$ cat config.mk
export PLATFORM = sky130hd
export DESIGN_NAME = xnor_bist_ctrl
export DESIGN_NICKNAME = d
export VERILOG_FILES = /design/src/rtl/xnor_bist_ctrl.sv
export SDC_FILE = /design/constraint.sdc
export NUM_CORES = 1
export LEC_CHECK = 0
export ABC_AREA = 1
export BUFFER_PORTS_ARGS = -buffer_cell sky130_fd_sc_hd__buf_2
export CAP_MARGIN = 20
export CORE_MARGIN = 3
export CORE_UTILIZATION = 45
export DETAILED_ROUTE_END_ITERATION = 8
export GPL_TIMING_DRIVEN = 0
export PLACE_DENSITY = 0.66
export SYNTH_ARGS = -nofsm -noshare
export SYNTH_HDL_FRONTEND = slang
export SYNTH_SLANG_ARGS = --single-unit
export TNS_END_PERCENT = 50
$ cat constraint.sdc
create_clock -name i_clk -period 1.8 [get_ports i_clk]
set_input_delay 0.54 -clock i_clk [delete_from_list [all_inputs] [get_ports i_clk]]
set_output_delay 0.54 -clock i_clk [all_outputs]
set_load 0.02 [all_outputs]
$ cat src/rtl/xnor_bist_ctrl.sv
// xnor_bist_ctrl: built-in self-test sequencer for one 2-input XNOR gate.
// Drives all four (a,b) vectors, waits a settle window, samples y and
// counts mismatches against the expected XNOR value.
//
// Ports:
//   i_clk         clock, all logic on the rising edge
//   i_rst         synchronous active-high reset
//   i_start       run request, sampled only while idle
//   i_abort       ends a run immediately, no done pulse
//   o_gate_a/b    registered drive to the gate inputs
//   i_gate_y      gate output under test
//   o_busy        high while a vector is being applied/settled/checked
//   o_done        one-cycle pulse when a run completes
//   o_pass        last completed run saw zero mismatches
//   o_err_count   saturating mismatch count of the current/last run
//
// Optional feature (macro XNOR_BIST_FIRST_FAIL_EN): adds o_fail_valid,
// o_fail_idx, o_fail_y and o_fail_loop, capturing the first mismatch of
// a run. With the macro undefined those ports and registers do not exist.

module xnor_bist_ctrl #(
    parameter int unsigned SETTLE_CYCLES = 2,
    parameter int unsigned LOOPS         = 1,
    parameter int unsigned ERR_W         = 8
) (
    input  logic             i_clk,
    input  logic             i_rst,
    input  logic             i_start,
    input  logic             i_abort,
    output logic             o_gate_a,
    output logic             o_gate_b,
    input  logic             i_gate_y,
    output logic             o_busy,
    output logic             o_done,
    output logic             o_pass,
    output logic [ERR_W-1:0] o_err_count
`ifdef XNOR_BIST_FIRST_FAIL_EN
    ,
    output logic             o_fail_valid,
    output logic [1:0]       o_fail_idx,
    output logic             o_fail_y,
    output logic [7:0]       o_fail_loop
`endif
);

    typedef enum logic [2:0] {
        S_IDLE  = 3'd0,
        S_APPLY = 3'd1,
        S_WAIT  = 3'd2,
        S_CHECK = 3'd3,
        S_DONE  = 3'd4
    } state_t;

    // WAIT is entered with SETTLE_CYCLES-1 and leaves when the counter
    // reads zero, giving exactly SETTLE_CYCLES cycles in WAIT.
    localparam logic [7:0] SETTLE_INIT =
        8'((SETTLE_CYCLES == 0) ? 0 : (SETTLE_CYCLES - 1));
    localparam logic [7:0] LOOP_LAST = 8'(LOOPS - 1);
    localparam logic [ERR_W-1:0] ERR_MAX = '1;

    state_t           r_state;
    logic [1:0]       r_idx;
    logic [7:0]       r_loop;
    logic [7:0]       r_settle;
    logic             r_gate_a;
    logic             r_gate_b;
    logic             r_pass;
    logic [ERR_W-1:0] r_err;

    state_t           w_state_nxt;
    logic [1:0]       w_idx_nxt;
    logic [7:0]       w_loop_nxt;
    logic [7:0]       w_settle_nxt;
    logic             w_gate_a_nxt;
    logic             w_gate_b_nxt;
    logic             w_pass_nxt;
    logic [ERR_W-1:0] w_err_nxt;

    logic             w_expect;
    logic             w_mismatch;
    logic [ERR_W-1:0] w_err_sat;
    logic [ERR_W-1:0] w_err_chk;
    logic [1:0]       w_idx_inc;
    logic             w_start_acc;
    logic             w_check_fail;

    assign w_expect   = ~(r_gate_a ^ r_gate_b);
    assign w_mismatch = (i_gate_y != w_expect);
    assign w_err_sat  = (r_err == ERR_MAX) ? r_err
                                           : r_err + 1'b1;
    // Error count including the vector being checked this cycle.
    assign w_err_chk  = w_mismatch ? w_err_sat : r_err;
    assign w_idx_inc  = r_idx + 2'd1;

    assign w_start_acc  = (r_state == S_IDLE) && i_start
                          && !i_abort;
    assign w_check_fail = (r_state == S_CHECK) && w_mismatch
                          && !i_abort;

    always_ff @(posedge i_clk) begin
        if (i_rst) begin
            r_state  <= S_IDLE;
            r_idx    <= 2'd0;
            r_loop   <= 8'd0;
            r_settle <= 8'd0;
            r_gate_a <= 1'b0;
            r_gate_b <= 1'b0;
            r_pass   <= 1'b0;
            r_err    <= '0;
        end else begin
            r_state  <= w_state_nxt;
            r_idx    <= w_idx_nxt;
            r_loop   <= w_loop_nxt;
            r_settle <= w_settle_nxt;
            r_gate_a <= w_gate_a_nxt;
            r_gate_b <= w_gate_b_nxt;
            r_pass   <= w_pass_nxt;
            r_err    <= w_err_nxt;
        end
    end

    // Gate drives are loaded on entry to APPLY so each vector is held
    // through APPLY, WAIT and CHECK.
    always_comb begin
        w_state_nxt  = r_state;
        w_idx_nxt    = r_idx;
        w_loop_nxt   = r_loop;
        w_settle_nxt = r_settle;
        w_gate_a_nxt = r_gate_a;
        w_gate_b_nxt = r_gate_b;
        w_pass_nxt   = r_pass;
        w_err_nxt    = r_err;

        case (r_state)
            S_IDLE: begin
                w_gate_a_nxt = 1'b0;
                w_gate_b_nxt = 1'b0;
                if (w_start_acc) begin
                    w_state_nxt = S_APPLY;
                    w_err_nxt   = '0;
                    w_pass_nxt  = 1'b0;
                    w_idx_nxt   = 2'd0;
                    w_loop_nxt  = 8'd0;
                end
            end
            S_APPLY: begin
                if (SETTLE_CYCLES == 0) begin
                    w_state_nxt = S_CHECK;
                end else begin
                    w_state_nxt  = S_WAIT;
                    w_settle_nxt = SETTLE_INIT;
                end
            end
            S_WAIT: begin
                if (r_settle == 8'd0) begin
                    w_state_nxt = S_CHECK;
                end else begin
                    w_settle_nxt = r_settle - 8'd1;
                end
            end
            S_CHECK: begin
                w_err_nxt = w_err_chk;
                if (r_idx != 2'd3) begin
                    w_idx_nxt    = w_idx_inc;
                    w_gate_a_nxt = w_idx_inc[1];
                    w_gate_b_nxt = w_idx_inc[0];
                    w_state_nxt  = S_APPLY;
                end else if (r_loop != LOOP_LAST) begin
                    w_idx_nxt    = 2'd0;
                    w_loop_nxt   = r_loop + 8'd1;
                    w_gate_a_nxt = 1'b0;
                    w_gate_b_nxt = 1'b0;
                    w_state_nxt  = S_APPLY;
                end else begin
                    w_pass_nxt  = (w_err_chk == '0);
                    w_state_nxt = S_DONE;
                end
            end
            S_DONE: begin
                w_gate_a_nxt = 1'b0;
                w_gate_b_nxt = 1'b0;
                w_state_nxt  = S_IDLE;
            end
            default: begin
                w_gate_a_nxt = 1'b0;
                w_gate_b_nxt = 1'b0;
                w_state_nxt  = S_IDLE;
            end
        endcase

        // Abort wins over every transition; the partial error count is
        // kept so the controller can inspect it.
        if (i_abort && (r_state != S_IDLE)) begin
            w_state_nxt  = S_IDLE;
            w_gate_a_nxt = 1'b0;
            w_gate_b_nxt = 1'b0;
            w_pass_nxt   = 1'b0;
            w_err_nxt    = r_err;
            w_settle_nxt = 8'd0;
        end
    end

    assign o_gate_a    = r_gate_a;
    assign o_gate_b    = r_gate_b;
    assign o_busy      = (r_state == S_APPLY)
                      || (r_state == S_WAIT)
                      || (r_state == S_CHECK);
    assign o_done      = (r_state == S_DONE);
    assign o_pass      = r_pass;
    assign o_err_count = r_err;

`ifdef XNOR_BIST_FIRST_FAIL_EN
    logic       r_fail_valid;
    logic [1:0] r_fail_idx;
    logic       r_fail_y;
    logic [7:0] r_fail_loop;

    always_ff @(posedge i_clk) begin
        if (i_rst || w_start_acc) begin
            r_fail_valid <= 1'b0;
            r_fail_idx   <= 2'd0;
            r_fail_y     <= 1'b0;
            r_fail_loop  <= 8'd0;
        end else if (w_check_fail && !r_fail_valid) begin
            r_fail_valid <= 1'b1;
            r_fail_idx   <= r_idx;
            r_fail_y     <= i_gate_y;
            r_fail_loop  <= r_loop;
        end
    end

    assign o_fail_valid = r_fail_valid;
    assign o_fail_idx   = r_fail_idx;
    assign o_fail_y     = r_fail_y;
    assign o_fail_loop  = r_fail_loop;
`else
    logic w_unused;
    assign w_unused = w_check_fail;
`endif

endmodule

==> summary.md <==
| Metric | Value |
|---|---|
| Status | finished, final reports clean |
| Max Root-Sink Buffers | 2 |
| Top Metal Used | met4 |
| Via density per instance | 5.03 |
| CP max FO | 4 |
| Min-Delay Path Class | register to register |
| Clock slew at reported path FFs | 0.08 ns |
| CP peak stage delay | 0.42 ns |
| Post-layout min period | 1.67 ns |
| Clock tree sinks | 32 |
| Final std cells w/o fill | 380 |
| Hold Buf Count CTS | 0 |
| Pwr/cell area | 1170 mW/mm² |
| Placed cells | 369 |
| R2R setup slack | 0.18 ns |
| Clk_skew | 0.00737 ns |
| ANT cells | 0 |
| Rel. slew slack | 0.649 |
| RSZ-0062 raised after global routing | no |
| Share of cells above drive strength 1 | 0.230 |
| End of the worst register-to-register path | o_pass |
| RePlAce Congestion | 0.904 |
| Primary FF master, synth | dfxtp_1 |
| Fmax | 600 MHz |
| Max Slew Vio Count | 0 |
| Syn nets | 313 |
| CP arrival | 1.13 ns |
| CTS Buf Count | 5 |
| Max-Cap Viols | 0 |
| Initial antenna violation count | 0 |
| Distinct cell type count after synthesis | 33 |
| GRT Util Overall | 0.185 |
| WL met2 | 1900 µm |
| Synth warn | 0 |
| Placed Area | 0.00214 mm² |
| Worst Path Required | 1.26 ns |
| CTS tree | built |
| Crit-path slowest cell | dfxtp_1 |
| Num ports | 18 |
| Syn Std Cell Area | 0.00200 mm² |
| Register area share after synthesis | 0.321 |
| Buf/Inv on CP | 2 |
| Die width | 72.6 µm |
| Fin nets | 340 |
| Final hold vios | 0 |
| Worst IR Drop VDD | 0.711 mV |
| Cells after Synth | 302 |
| Iter 0 DRT Violations | 116 |
| Crit path cell chain | inv_2 > nor3_1 > buf_2 |
| DIE HEIGHT | 72.6 µm |
| Die ar. | 0.00527 mm² |
| Worst skew pair latency | 0.30 ns |
| Met1 wire length | 2170 µm |
| Dpl ws | -0.00872 ns |
| Final period util | 0.926 |
| Starting Density | 0.482 |
| DR WL/cell | 11.4 µm |
| Worst setup EP type | output port |
| Worst hold slack | 0.474 ns |
| Lkg Pwr | 0.00103 µW |
| DR DRC count | 0 |
| IO Port Bufs | 17 |
| Most frequent cells in the layout | nand2_1, inv_1, dfxtp_1, nor2_1 |
| Drt pass-1 iters | 5 |
| Final WL | 4330 µm |
| Worst Reg2Reg Path Length in Cells | 12 |
| Core area | 0.00414 mm² |
| Fin worst setup slack | 0.134 ns |
| Rows | 23 |
| Pin count of the biggest net entering global routing | 12 |
| Via count | 1913 |
| Syn avg cell area | 6.61 µm² |
| P&R area growth vs syn | 16.0% |
| CP top delay family | flip-flops |
| Number of global-route vias before repair | 1743 |
| Number of synthesized flops with an enable pin | 0 |
| Min-delay src | o_pass |
| First-pass GRT wire length | 7670 µm |
| Worst-margin pin slew | 0.525 ns |
| DP Wirelength | 3180 µm |
| Util after Layout | 0.559 |
| Overflow after GRT | 0 |
| Worst reg2reg startpoint | o_err_count[0] |
| Critical path class | register to output port |
| Register bit total from synthesis | 32 |
| Hold depth | 2 |
| Commonest non-fill, non-tap cell in the layout | nand2_1 |
| Root buffer cell | clkbuf_8 |
| WL met3 | 225 µm |
| WHS Endpoint | o_pass |
| Setup violations, final | 0 |
| Async set or reset register ratio after synthesis | 0 |
| Design area | 0.00232 mm² |
| Number of H-tree levels | 2 |
| Final antenna-violating net count | 0 |
| Crit start category | register |
| Fillers | 419 |
cell families (layout without fill, tap and decap cells):
logic type,Yosys count,after routing,synth area share
AOI/OAI and AO/OA,35,35,0.0952
and+or+nand+nor,176,176,0.434
adders and majority gates,6,6,0.0376
xor gates and xnor gates,3,3,0.0132
buffers and inverters,50,78,0.0990
DFF,32,32,0.321
repair_timing:
action,in CTS,in global routing
gates cloned,0,0
resized for setup,1,11
setup buffers,0,3
setup endpoints to repair,1,5
pin swaps,0,2
Yosys cell counts, types with 4 or more instances:
cell type,count,area share
nor2_2,6,0.019
nor2_1,26,0.049
nand3_2,4,0.020
nand2_2,8,0.025
ha_1,6,0.038
nand3_1,24,0.060
dfxtp_1,32,0.32
a21oi_1,24,0.060
nand4_1,8,0.025
nand2_1,86,0.16
inv_1,36,0.068
inv_2,9,0.017
worst reg2reg max path, delay by kind of cell (launching register included):
family                     cells  cell delay [ns]
DFF                            1             0.37
adders and majority gates      1             0.18
buffers and inverters          1             0.10
and+or+nand+nor                9             0.80
AOI/OAI and AO/OA              1             0.11
power by group:
part           internal [µW]  switching, µW
combinational            367            725
sequential               822           99.2
clock                    410            296
total                   1600           1120
routing by layer:
| metal | global-route usage | up-vias |
|---|---|---|
| met2 | 0.276 | 38 |
| li1 | - | 1016 |
| met5 | 0 | - |
| met3 | 0.0565 | 7 |
| met1 | 0.258 | 852 |
| met4 | 0.0492 | 0 |
how the worst max path moves through the flow:
stage	startpoint	to	slack, ns	depth (start not counted)
after floorplan	o_err_count[0]	o_pass	0.19	11
after global placement	i_gate_y	o_pass	0.02	12
after detailed placement	i_gate_y	o_pass	-0.009	12
after CTS	o_err_count[0]	o_pass	0.02	11
after global routing	o_err_count[0]	o_pass	0.01	12
final	r_state[2]	o_done	0.13	3
per-stage QoR:
step | TNS, ns | total power, µW
3_3_place_gp | 0 | 2010
2_1_floorplan | 0 | 1830
6_report | 0 | 2720
3_5_place_dp | -0.00872 | 2030
5_1_grt | 0 | 2950
4_1_cts | 0 | 2740
state kept, by name, indices dropped and copies added (netlist names):
signal	cells
o_gate_b	1
r_idx	2
o_gate_a	1
r_loop	8
o_pass	1
o_err_count	8
r_state	3
r_settle	8
layout make-up:
| cell class | instances | area (µm²) | share of cell area |
|---|---|---|---|
| tap | 50 | 62.6 | 0.0270 |
| sequential | 32 | 646 | 0.279 |
| inverter | 48 | 186 | 0.0805 |
| multi-input combinational | 220 | 1190 | 0.515 |
| clock inverter | 3 | 42.5 | 0.0184 |
| buffer | 2 | 11.3 | 0.00486 |
| clock buffer | 5 | 68.8 | 0.0297 |
| timing repair buffer | 20 | 108 | 0.0464 |
(Power assumes the default switching activity.)
